===== config.mk =====
export PLATFORM = sky130hd
export DESIGN_NAME = avalon_curl_slave
export DESIGN_NICKNAME = d
export VERILOG_FILES = /design/src/rtl/avalon_s_types_pkg.sv /design/src/rtl/curl_word_buffer.sv /design/src/rtl/avalon_curl_slave.sv
export SDC_FILE = /design/constraint.sdc
export NUM_CORES = 1
export LEC_CHECK = 0
export ABC_CLOCK_PERIOD_IN_PS = 2550
export CORE_AREA = 2 2 443 445
export DETAILED_ROUTE_END_ITERATION = 6
export DIE_AREA = 0 0 445 447
export GPL_ROUTABILITY_DRIVEN = 0
export PLACE_DENSITY = 0.48
export SYNTH_ARGS = -nofsm -noshare
export SYNTH_HDL_FRONTEND = slang
export SYNTH_HIERARCHICAL = 1
export SYNTH_SLANG_ARGS = --single-unit

===== constraint.sdc =====
create_clock -name clk -period 2.55 [get_ports clk]
set_clock_uncertainty 0.15 [all_clocks]
set_input_delay 0.3825 -clock clk [delete_from_list [all_inputs] [get_ports clk]]
set_output_delay 0.3825 -clock clk [all_outputs]
set_load 0.02 [all_outputs]

===== src/rtl/avalon_s_types_pkg.sv =====
// Shared types, register addresses and sequencer states for the curl
// Avalon-MM slave front end.
package avalon_s_types_pkg;

  typedef logic [31:0]   bit32;
  typedef logic [1023:0] bit1024;

  localparam logic [5:0] ADDR_CTRL   = 6'h20;
  localparam logic [5:0] ADDR_STATUS = 6'h21;
  localparam logic [5:0] ADDR_RESULT = 6'h22;
  localparam logic [5:0] ADDR_ID     = 6'h23;
  localparam int         BUF_WORDS   = 32;

  typedef enum logic [1:0] {IDLE, START, BUSY} state_t;

endpackage


===== src/rtl/curl_word_buffer.sv =====
// 32 x 32-bit input block storage with a byte-enabled write port, an
// asynchronous read port and the whole block exposed flat to the core.
module curl_word_buffer
  import avalon_s_types_pkg::*;
(
  input  logic       clk,
  input  logic       rst_n,
  input  logic       wr_en,
  input  logic [4:0] wr_addr,
  input  bit32       wr_data,
  input  logic [3:0] wr_be,
  input  logic [4:0] rd_addr,
  output bit32       rd_data,
  output bit1024     flat_data
);

  bit32 words [BUF_WORDS];

  always_ff @(posedge clk or negedge rst_n) begin
    if (!rst_n) begin
      for (int i = 0; i < BUF_WORDS; i++) words[i] <= '0;
    end else if (wr_en) begin
      for (int b = 0; b < 4; b++) begin
        if (wr_be[b]) words[wr_addr][8*b +: 8] <= wr_data[8*b +: 8];
      end
    end
  end

  assign rd_data = words[rd_addr];

  // Word k lands at bits [32k+31:32k] of the flat core bus.
  always_comb begin
    flat_data = '0;
    for (int k = 0; k < BUF_WORDS; k++) flat_data[32*k +: 32] = words[k];
  end

endmodule


===== src/rtl/avalon_curl_slave.sv =====
// Avalon-MM slave front end for the curl core: input buffer, CTRL/STATUS/
// RESULT/ID registers and the start/done handshake sequencer.
module avalon_curl_slave
  import avalon_s_types_pkg::*;
#(
  parameter int          ADDR_W   = 6,
  parameter int          DATA_W   = 32,
  parameter logic [31:0] ID_VALUE = 32'hC0DE_0001
) (
  input  logic              clk,
  input  logic              reset_n,
  input  logic [ADDR_W-1:0] avs_address,
  input  logic              avs_read,
  input  logic              avs_write,
  input  logic [DATA_W-1:0] avs_writedata,
  input  logic [3:0]        avs_byteenable,
  output logic [DATA_W-1:0] avs_readdata,
  output logic              avs_readdatavalid,
  output logic              avs_waitrequest,
  output bit1024            core_data,
  output logic              core_start,
  input  logic              core_done,
  input  bit32              core_result
);

  state_t state, state_next;
  logic   done_q, err_q, busy;
  bit32   result_q;
  bit32   buf_rd, rd_mux;
  logic   is_buf, wr_fire, rd_fire, start_req, status_w1c, done_evt;

  assign busy            = (state != IDLE);
  assign is_buf          = (avs_address < ADDR_W'(BUF_WORDS));
  assign avs_waitrequest = avs_write && is_buf && busy;
  assign wr_fire         = avs_write && !avs_waitrequest;
  // A write wins over a simultaneous read; the read gets no response.
  assign rd_fire         = avs_read && !avs_write;
  assign start_req       = wr_fire && (avs_address == ADDR_W'(ADDR_CTRL)) && avs_writedata[0];
  assign status_w1c      = wr_fire && (avs_address == ADDR_W'(ADDR_STATUS));
  assign done_evt        = (state == BUSY) && core_done;

  curl_word_buffer u_buffer (
    .clk       (clk),
    .rst_n     (reset_n),
    .wr_en     (wr_fire && is_buf),
    .wr_addr   (avs_address[4:0]),
    .wr_data   (avs_writedata),
    .wr_be     (avs_byteenable),
    .rd_addr   (avs_address[4:0]),
    .rd_data   (buf_rd),
    .flat_data (core_data)
  );

  always_comb begin
    state_next = state;
    core_start = 1'b0;
    unique case (state)
      IDLE:    if (start_req) state_next = START;
      START: begin
        core_start = 1'b1;
        state_next = BUSY;
      end
      BUSY:    if (core_done) state_next = IDLE;
      default: state_next = IDLE;
    endcase
  end

  // Sticky done/err: a set in the same cycle as a W1C takes priority.
  always_ff @(posedge clk or negedge reset_n) begin
    if (!reset_n) begin
      state    <= IDLE;
      done_q   <= 1'b0;
      err_q    <= 1'b0;
      result_q <= '0;
    end else begin
      state <= state_next;
      if (done_evt) begin
        done_q   <= 1'b1;
        result_q <= core_result;
      end else if (start_req && !busy) begin
        done_q <= 1'b0;
      end else if (status_w1c && avs_writedata[1]) begin
        done_q <= 1'b0;
      end
      if (start_req && busy) begin
        err_q <= 1'b1;
      end else if (start_req) begin
        err_q <= 1'b0;
      end else if (status_w1c && avs_writedata[2]) begin
        err_q <= 1'b0;
      end
    end
  end

  always_comb begin
    rd_mux = '0;
    if (is_buf) begin
      rd_mux = buf_rd;
    end else if (avs_address == ADDR_W'(ADDR_STATUS)) begin
      rd_mux = {29'd0, err_q, done_q, busy};
    end else if (avs_address == ADDR_W'(ADDR_RESULT)) begin
      rd_mux = result_q;
    end else if (avs_address == ADDR_W'(ADDR_ID)) begin
      rd_mux = ID_VALUE;
    end
  end

  always_ff @(posedge clk or negedge reset_n) begin
    if (!reset_n) begin
      avs_readdata      <= '0;
      avs_readdatavalid <= 1'b0;
    end else begin
      avs_readdatavalid <= rd_fire;
      if (rd_fire) avs_readdata <= rd_mux;
    end
  end

endmodule

==> results of run 1 <==
path summary, 6_finish.rpt:
path / start / cells past startpoint / slack [ps] / end
worst max-delay path: u_buffer/flat_data[916] / 1 / 60 / core_data[916]
min in group asynchronous: reset_n / 3 / 300 / u_buffer/flat_data[8]
worst min-delay path: core_result[8] / 2 / 80 / result_q[8]
worst min register to register: result_q[20] / 1 / 360 / result_q[20]
worst max register to register: state[1] / 7 / 280 / u_buffer/flat_data[243]
max in group asynchronous: reset_n / 3 / 1250 / u_buffer/flat_data[730]
flip-flops by register name, indices dropped and copies added (netlist names):
name                count
state                   2
u_buffer/flat_data   1024
done_q                  1
err_q                   1
avs_readdata           32
result_q               32
avs_readdatavalid       1
cells in the final DEF, fill, tap and decap left out, types with 29 or more instances in the layout:
cell and instances:
sky130_fd_sc_hd__dfrtp_1 1090, sky130_fd_sc_hd__clkdlybuf4s50_1 1066, sky130_fd_sc_hd__mux2_2 1027, sky130_fd_sc_hd__mux2i_1 512, sky130_fd_sc_hd__buf_4 310, sky130_fd_sc_hd__buf_12 197
sky130_fd_sc_hd__nand2_1 161, sky130_fd_sc_hd__clkbuf_16 138, sky130_fd_sc_hd__a21oi_1 119, sky130_fd_sc_hd__nand3_1 97, sky130_fd_sc_hd__a22oi_1 96, sky130_fd_sc_hd__nor2_2 82
sky130_fd_sc_hd__a22o_1 64, sky130_fd_sc_hd__dlygate4sd2_1 56, sky130_fd_sc_hd__a31oi_1 41, sky130_fd_sc_hd__nor2_1 39, sky130_fd_sc_hd__nor3_1 32, sky130_fd_sc_hd__clkbuf_1 31
sky130_fd_sc_hd__mux2_1 29
per-stage QoR:
step           total power (uW)  hold slack [ps]  utilization  std cells  TNS [ps]
2_1_floorplan             24580           -63.09            -       3769         0
3_3_place_gp              30870            213.4       0.3608       7681   -375390
3_5_place_dp              30940            213.9       0.3608       7681   -384210
4_1_cts                   51100            4.955       0.3847       7934         0
5_1_grt                   52230            49.87       0.3848       7940         0
6_report                  50500            80.17       0.3849       7947         0
power groups by stage:
stage / logic [uW] / clock network (uW) / registers, uW
2_1_floorplan: 2790 / 0 / 21800
3_3_place_gp: 10200 / 0 / 20700
3_5_place_dp: 10200 / 0 / 20700
4_1_cts: 10200 / 20400 / 20400
5_1_grt: 10600 / 21100 / 20600
6_report: 10100 / 19900 / 20500
metal layers:
layer  GRT usage  vias to the layer above
met5           0                        -
met1      0.3346                    21070
li1            -                    16850
met2      0.4298                     1488
met3     0.04850                      405
met4      0.1148                       14
worst reg2reg max path: cells and delay by family, from the launching register on:
family	cells	cell delay [ps]
buf+inv	3	520
flops	1	510
simple gates	3	630
mux	1	350
area by class of cell:
cell class	instances	area, sq um	share of cell area
timing repair buffer	1650	17650	0.2361
inverter	6	22.52	0.0003013
tap	2542	3181	0.04255
clock buffer	191	3872	0.05181
multi-input combinational	2407	21960	0.2939
sequential	1093	27360	0.3660
clock inverter	45	665.6	0.008906
antenna	13	32.53	0.0004352
cells in the mapped netlist, types with 3 or more instances:
master	n	area share
sky130_fd_sc_hd__nor2_4	4	0.00089
sky130_fd_sc_hd__buf_1	11	0.00082
sky130_fd_sc_hd__mux2_1	29	0.0065
sky130_fd_sc_hd__clkbuf_1	179	0.013
sky130_fd_sc_hd__buf_4	3	0.00045
sky130_fd_sc_hd__nand2_1	162	0.012
sky130_fd_sc_hd__a22o_1	64	0.011
sky130_fd_sc_hd__a31oi_1	41	0.0051
sky130_fd_sc_hd__nand2b_1	6	0.00075
sky130_fd_sc_hd__nand3_1	97	0.0096
sky130_fd_sc_hd__buf_2	70	0.0070
sky130_fd_sc_hd__nor2_1	41	0.0031
sky130_fd_sc_hd__nand2_2	18	0.0022
sky130_fd_sc_hd__nor2b_1	8	0.00099
sky130_fd_sc_hd__a21oi_1	119	0.012
sky130_fd_sc_hd__o211ai_1	8	0.0012
sky130_fd_sc_hd__nand3b_1	6	0.00089
sky130_fd_sc_hd__mux2_2	1027	0.23
sky130_fd_sc_hd__mux2i_1	512	0.10
sky130_fd_sc_hd__inv_1	6	0.00045
sky130_fd_sc_hd__o21ai_0	3	0.00030
sky130_fd_sc_hd__and2_1	6	0.00075
sky130_fd_sc_hd__a22oi_1	96	0.014
sky130_fd_sc_hd__a32oi_1	21	0.0037
sky130_fd_sc_hd__dfrtp_1	1093	0.54
sky130_fd_sc_hd__nor3_4	3	0.00097
sky130_fd_sc_hd__nor3_1	34	0.0034
sky130_fd_sc_hd__nor2_2	81	0.010
cell families after synthesis:
group | count (synthesis)
simple gates | 480
flops | 1093
mux | 1568
buf+inv | 269
compound gates | 359
repair_timing:
| action | CTS | global route |
|---|---|---|
| endpoints found under the hold margin | 641 | 0 |
| resized for setup | 63 | 2 |
| endpoints found under the setup margin | 61 | 2 |
| hold buffers | 17 | 0 |
==> flow_metrics.tcl, run 1 <==
set metrics [dict create \
    placementRows 162 \
    synth-compound-area-share 0.04866 \
    grt_max_degree 85 \
    met3WireLength_um 13490 \
    post_synthesis_xor_xnor_area_fraction 0 \
    edff_count_synth 0 \
    clkPwrFrac 0.395 \
    syn_nets 3848 \
    layout.cell_area.non_filler_sq_um 74740 \
    post_route_cells_drive_above_1_share 0.3472 \
    worst_ep_required_time_ps 2020 \
    first_pass_grt_wire_length_um 359100 \
    async_reset_ff_frac 1.000 \
    detail_route.drc_violations 0 \
    dieWidth_um 445 \
    antenna_violating_nets_post_route 0 \
    timing.critical_path.cells "clkdlybuf4s50_1" \
    share_comb_of_total_power 0.200 \
    routed.top_layer "met5" \
    slowest_cp_cell "sky130_fd_sc_hd__clkdlybuf4s50_1" \
    synth_seq_cells 1093 \
    synth_warnings 6 \
    number_of_detailed_routing_iterations_run_before_antenna_repair 5 \
    ys_dominant_reg_cell "sky130_fd_sc_hd__dfrtp_1" \
    crit_family "buffers and inverters" \
    clk_pin_slew_ps 60 \
    pre_cts_slack_ps -709.7 \
    power_report.internal_total_uw 35190 \
    cts_root_buffer "sky130_fd_sc_hd__clkbuf_16" \
    routed_via_density 5.012 \
    post_drt_wl_per_cell_um 33.61 \
    first_global_vias 40840 \
    met1_length_um 113300 \
    cellPowerDensity_nw_per_um2 675.7 \
    worst_setup_path_start_kind "flip-flop" \
    status "complete, no violations" \
    critPathCaptureType "primary output" \
    fmaxAchievable_ghz 0.4009 \
    synth_simple_gate_area_share 0.04804 \
    numCtsBuffers 135 \
    antenna_found_initial 27 \
    worst-slew-pin-transition_ps 762.8 \
    synth_area_per_cell_sq_um 13.36 \
    area_growth_pct 48.46 \
    critPathArrivalTime_ps 1960 \
    cts_post_setup_buffers_inserted 0 \
    postSynthCellCount 3769 \
    irDropWorstVdd_uv 510.4 \
    cts_tree "yes" \
    detailedRoute.firstIterationViolations 3054 \
    critPathKind "reg -> out" \
    final.setup.worst_slack_ps 55.90 \
    overall_global_routing_resource_usage 0.2614 \
    final_hold_violation_count 0 \
    post_dp_cell_area_sq_um 70050 \
    wl_met2_um 127700 \
    num_vias 39830 \
    global_route.overflow_total 0 \
    power.sequential.fraction 0.405 \
    floorplan.die_area_sq_um 198900 \
    p_sw_frac 0.3033 \
    synth_sequential_area_ratio 0.5433 \
    netlist_area_sq_um 50340 \
    cp_num_buf_inv 1 \
    cap_violations 0 \
    dp_hpwl_um 199600 \
    period_needed_ps 2494 \
    post-route-period-util 0.9781 \
    power.static_leakage_uw 0.03450 \
    crit_path_max_fanout 3 \
    grt_setup_unrepaired "false" \
    drv_slew 0 \
    drt_wl_total_um 267100 \
    portBuffers 1137 \
    main_combinational_cell_family_by_area_after_synthesis "multiplexers" \
    power.switching_uw 15320 \
    setup_viol_count_final 0 \
    ys_types 44 \
    htreeDepth 4 \
    worst_slew_margin_rel 0.4914 \
    cts_max_path_buffers 3 \
    crit_path_max_incr_delay_ps 660 \
    n_fill_cell 18900 \
    clk-insertion-delay-late_ps 820 \
    io_pins 1138 \
    hold_path.class "in -> reg" \
    yosys.area_share.adder 0 \
    layout.nets 5372 \
    core_area_sq_um 194200 \
    initial_utilization 0.2593 \
    synth.area.mux_share 0.3380 \
    fp.dieH_um 447 \
    clock-sinks 1093 \
]
Note: power is estimated with default switching activity, not from simulation.
==> run 2: changes to the inputs <==
Settings changed: CTS_BUF_LIST set to sky130_fd_sc_hd__clkbuf_4, GPL_ROUTABILITY_DRIVEN 0 to not set.
==> run 2 against run 1 <==
The flow now finishes with violations (setup timing); final area is 11% higher; combinational power up 25%; sequential share of layout area shrank 3.5 points; critical path depth grew 3; flip-flop and latch count did not move; die area did not move; setup slack worse by 300 ps; first-iteration DRC count rose by 1.4%; register-to-register slack worse by 190 ps; non-clock buffer count grew 964; critical path type unchanged; critical endpoint is now avs_waitrequest.
==> flow_metrics.tcl, run 2 (same netlist as run 1, synthesis figures left out) <==
set metrics [dict create \
    post_route_cells_drive_above_1_share 0.6300 \
    status "finished with violations" \
    initial_utilization 0.2593 \
    highest_count_cells_in_the_layout_ignoring_fill_and_taps "sky130_fd_sc_hd__buf_4 (1,162), sky130_fd_sc_hd__buf_6 (1,032), sky130_fd_sc_hd__mux2_2 (1,027)" \
    drv_slew 0 \
    layout.cell_area.non_filler_sq_um 83280 \
    irDropWorstVdd_uv 266.4 \
    fmaxAchievable_ghz 0.3580 \
    critPathKind "reg -> out" \
    place.gp.congestion 0.8764 \
    clock-sinks 1093 \
    cts_tree "yes" \
    io_pins 1138 \
    final_hold_violation_count 0 \
    post_drt_wl_per_cell_um 30.20 \
    area_growth_pct 65.42 \
    placementRows 162 \
    cellPowerDensity_nw_per_um2 603.4 \
    clk_pin_slew_ps 60 \
    multiInputGateArea_sq_um 21980 \
    largest_register_ff_count 1024 \
    critPathCaptureType "primary output" \
    detailedRoute.firstIterationViolations 3098 \
    cts_max_path_buffers 4 \
    cap_violations 0 \
    period_needed_ps 2794 \
    grt_setup_unrepaired "true" \
    detail_route.drc_violations 0 \
    floorplan.die_area_sq_um 198900 \
    antenna_found_initial 24 \
    cts_root_buffer "sky130_fd_sc_hd__clkbuf_4" \
    numCtsBuffers 340 \
    core_area_sq_um 194200 \
    routed_via_density 4.869 \
    layout_commonest_cell "sky130_fd_sc_hd__buf_4" \
    dp_hpwl_um 199600 \
    violated_checks "setup timing" \
    pre_cts_slack_ps -709.7 \
    n_fill_cell 18760 \
    final.setup.worst_slack_ps -243.6 \
    first_global_vias 46100 \
    ff_latch_area_sq_um 27540 \
    worst-r2r-cell-count 6 \
    fp.dieH_um 447 \
    num_vias 45050 \
    antenna_violating_nets_post_route 0 \
    htreeDepth 5 \
    drt_wl_total_um 279400 \
    first_pass_grt_wire_length_um 376000 \
    worst_ep_required_time_ps 2020 \
    number_of_detailed_routing_iterations_run_before_antenna_repair 6 \
    dieWidth_um 445 \
    layout.nets 6541 \
    worst-slew-pin-transition_ps 725.2 \
    global_route.overflow_total 0 \
    worst_slew_margin_rel 0.5027 \
    grt_max_degree 85 \
    hold_path.class "in -> reg" \
    post_dp_cell_area_sq_um 70050 \
    worst_setup_path_start_kind "flip-flop" \
    crit_path_max_fanout 6 \
    portBuffers 1137 \
    min_path_cells 4 \
    overall_global_routing_resource_usage 0.2711 \
    power.static_leakage_uw 0.04208 \
    setup_viol_count_final 11 \
    critPathArrivalTime_ps 2260 \
    clk-insertion-delay-late_ps 1430 \
    post-route-period-util 1.096 \
]
-- run 2: cell types whose count changed in the layout (fill, tap and decap cells not counted), sizes merged, moves of 9 or more --
cell / change
dlygate4sd2: -56
bufinv: -9
clkdlybuf4s50: -991
buf: +1895
clkinv: +61
clkbuf: +297
dlygate4sd3: +115
-- run 2: worst paths after layout --
check | to | from | slack, ps
setup / recovery | avs_waitrequest | state[0] | -240
hold / removal | state[1] | core_done | 240
setup reg to reg | done_q | state[0] | 90
hold reg to reg | result_q[20] | result_q[20] | 360
max in group asynchronous | u_buffer/flat_data[831] | reset_n | 570
min in group asynchronous | u_buffer/flat_data[812] | reset_n | 550
-- run 2: metrics by stage --
| step | hold slack [ps] | total power (uW) | TNS [ps] | util | cells |
|---|---|---|---|---|---|
| 6_report | 239.3 | 50250 | -534.3 | 0.4289 | 9252 |
| 2_1_floorplan | -63.09 | 24580 | 0 | - | 3769 |
| 4_1_cts | 29.88 | 49660 | -176390 | 0.4132 | 8965 |
| 3_5_place_dp | 213.9 | 30940 | -384210 | 0.3608 | 7681 |
| 5_1_grt | 38.03 | 52430 | -104350 | 0.4289 | 9250 |
| 3_3_place_gp | 213.4 | 30870 | -375390 | 0.3608 | 7681 |
-- run 2: timing repair --
item                                     CTS  global route
gates resized for setup                 4989          1756
endpoints found under the setup margin  1059          1046
pin swaps                                  2             0
setup buffers                            577           272
hold buffers                             132             0
hold endpoints to repair                2186             0
-- run 2: routing by layer --
layer / track usage / part of all wire / up-vias
li1: - / - / 19400
met1: 0.3362 / 0.41 / 23300
met2: 0.4446 / 0.48 / 1802
met3: 0.06166 / 0.061 / 538
met4: 0.1311 / 0.053 / 14
met5: 0 / 0.00039 / -
-- run 2: area by class of cell --
cell class / count / area share
clock inverters: 90 / 0.004913
clock buffers: 485 / 0.04372
well taps: 2542 / 0.03819
diodes: 15 / 0.0004507
multi-input cells: 2407 / 0.2640
repair buffers: 2614 / 0.3178
inverters: 6 / 0.0002704
flip-flops and latches: 1093 / 0.3307
-- run 2: report_power, final --
| part | switching (uW) | internal [uW] |
|---|---|---|
| Sequential | 1630 | 18800 |
| Clock | 8310 | 8880 |
| Combinational | 6230 | 6350 |
-- run 2: critical path, cell delays in order, from the launching register on --
cell and delay (ps):
sky130_fd_sc_hd__dfrtp_1 390, sky130_fd_sc_hd__buf_6 140, sky130_fd_sc_hd__nor2_4 150, sky130_fd_sc_hd__nor2_4 50, sky130_fd_sc_hd__buf_12 150
==> run 3: changes to the inputs <==
Settings changed: ABC_CLOCK_PERIOD_IN_PS 2550 to not set.
==> results of run 3 <==
The final DEF is identical to that of run 2; final timing and power are the same.
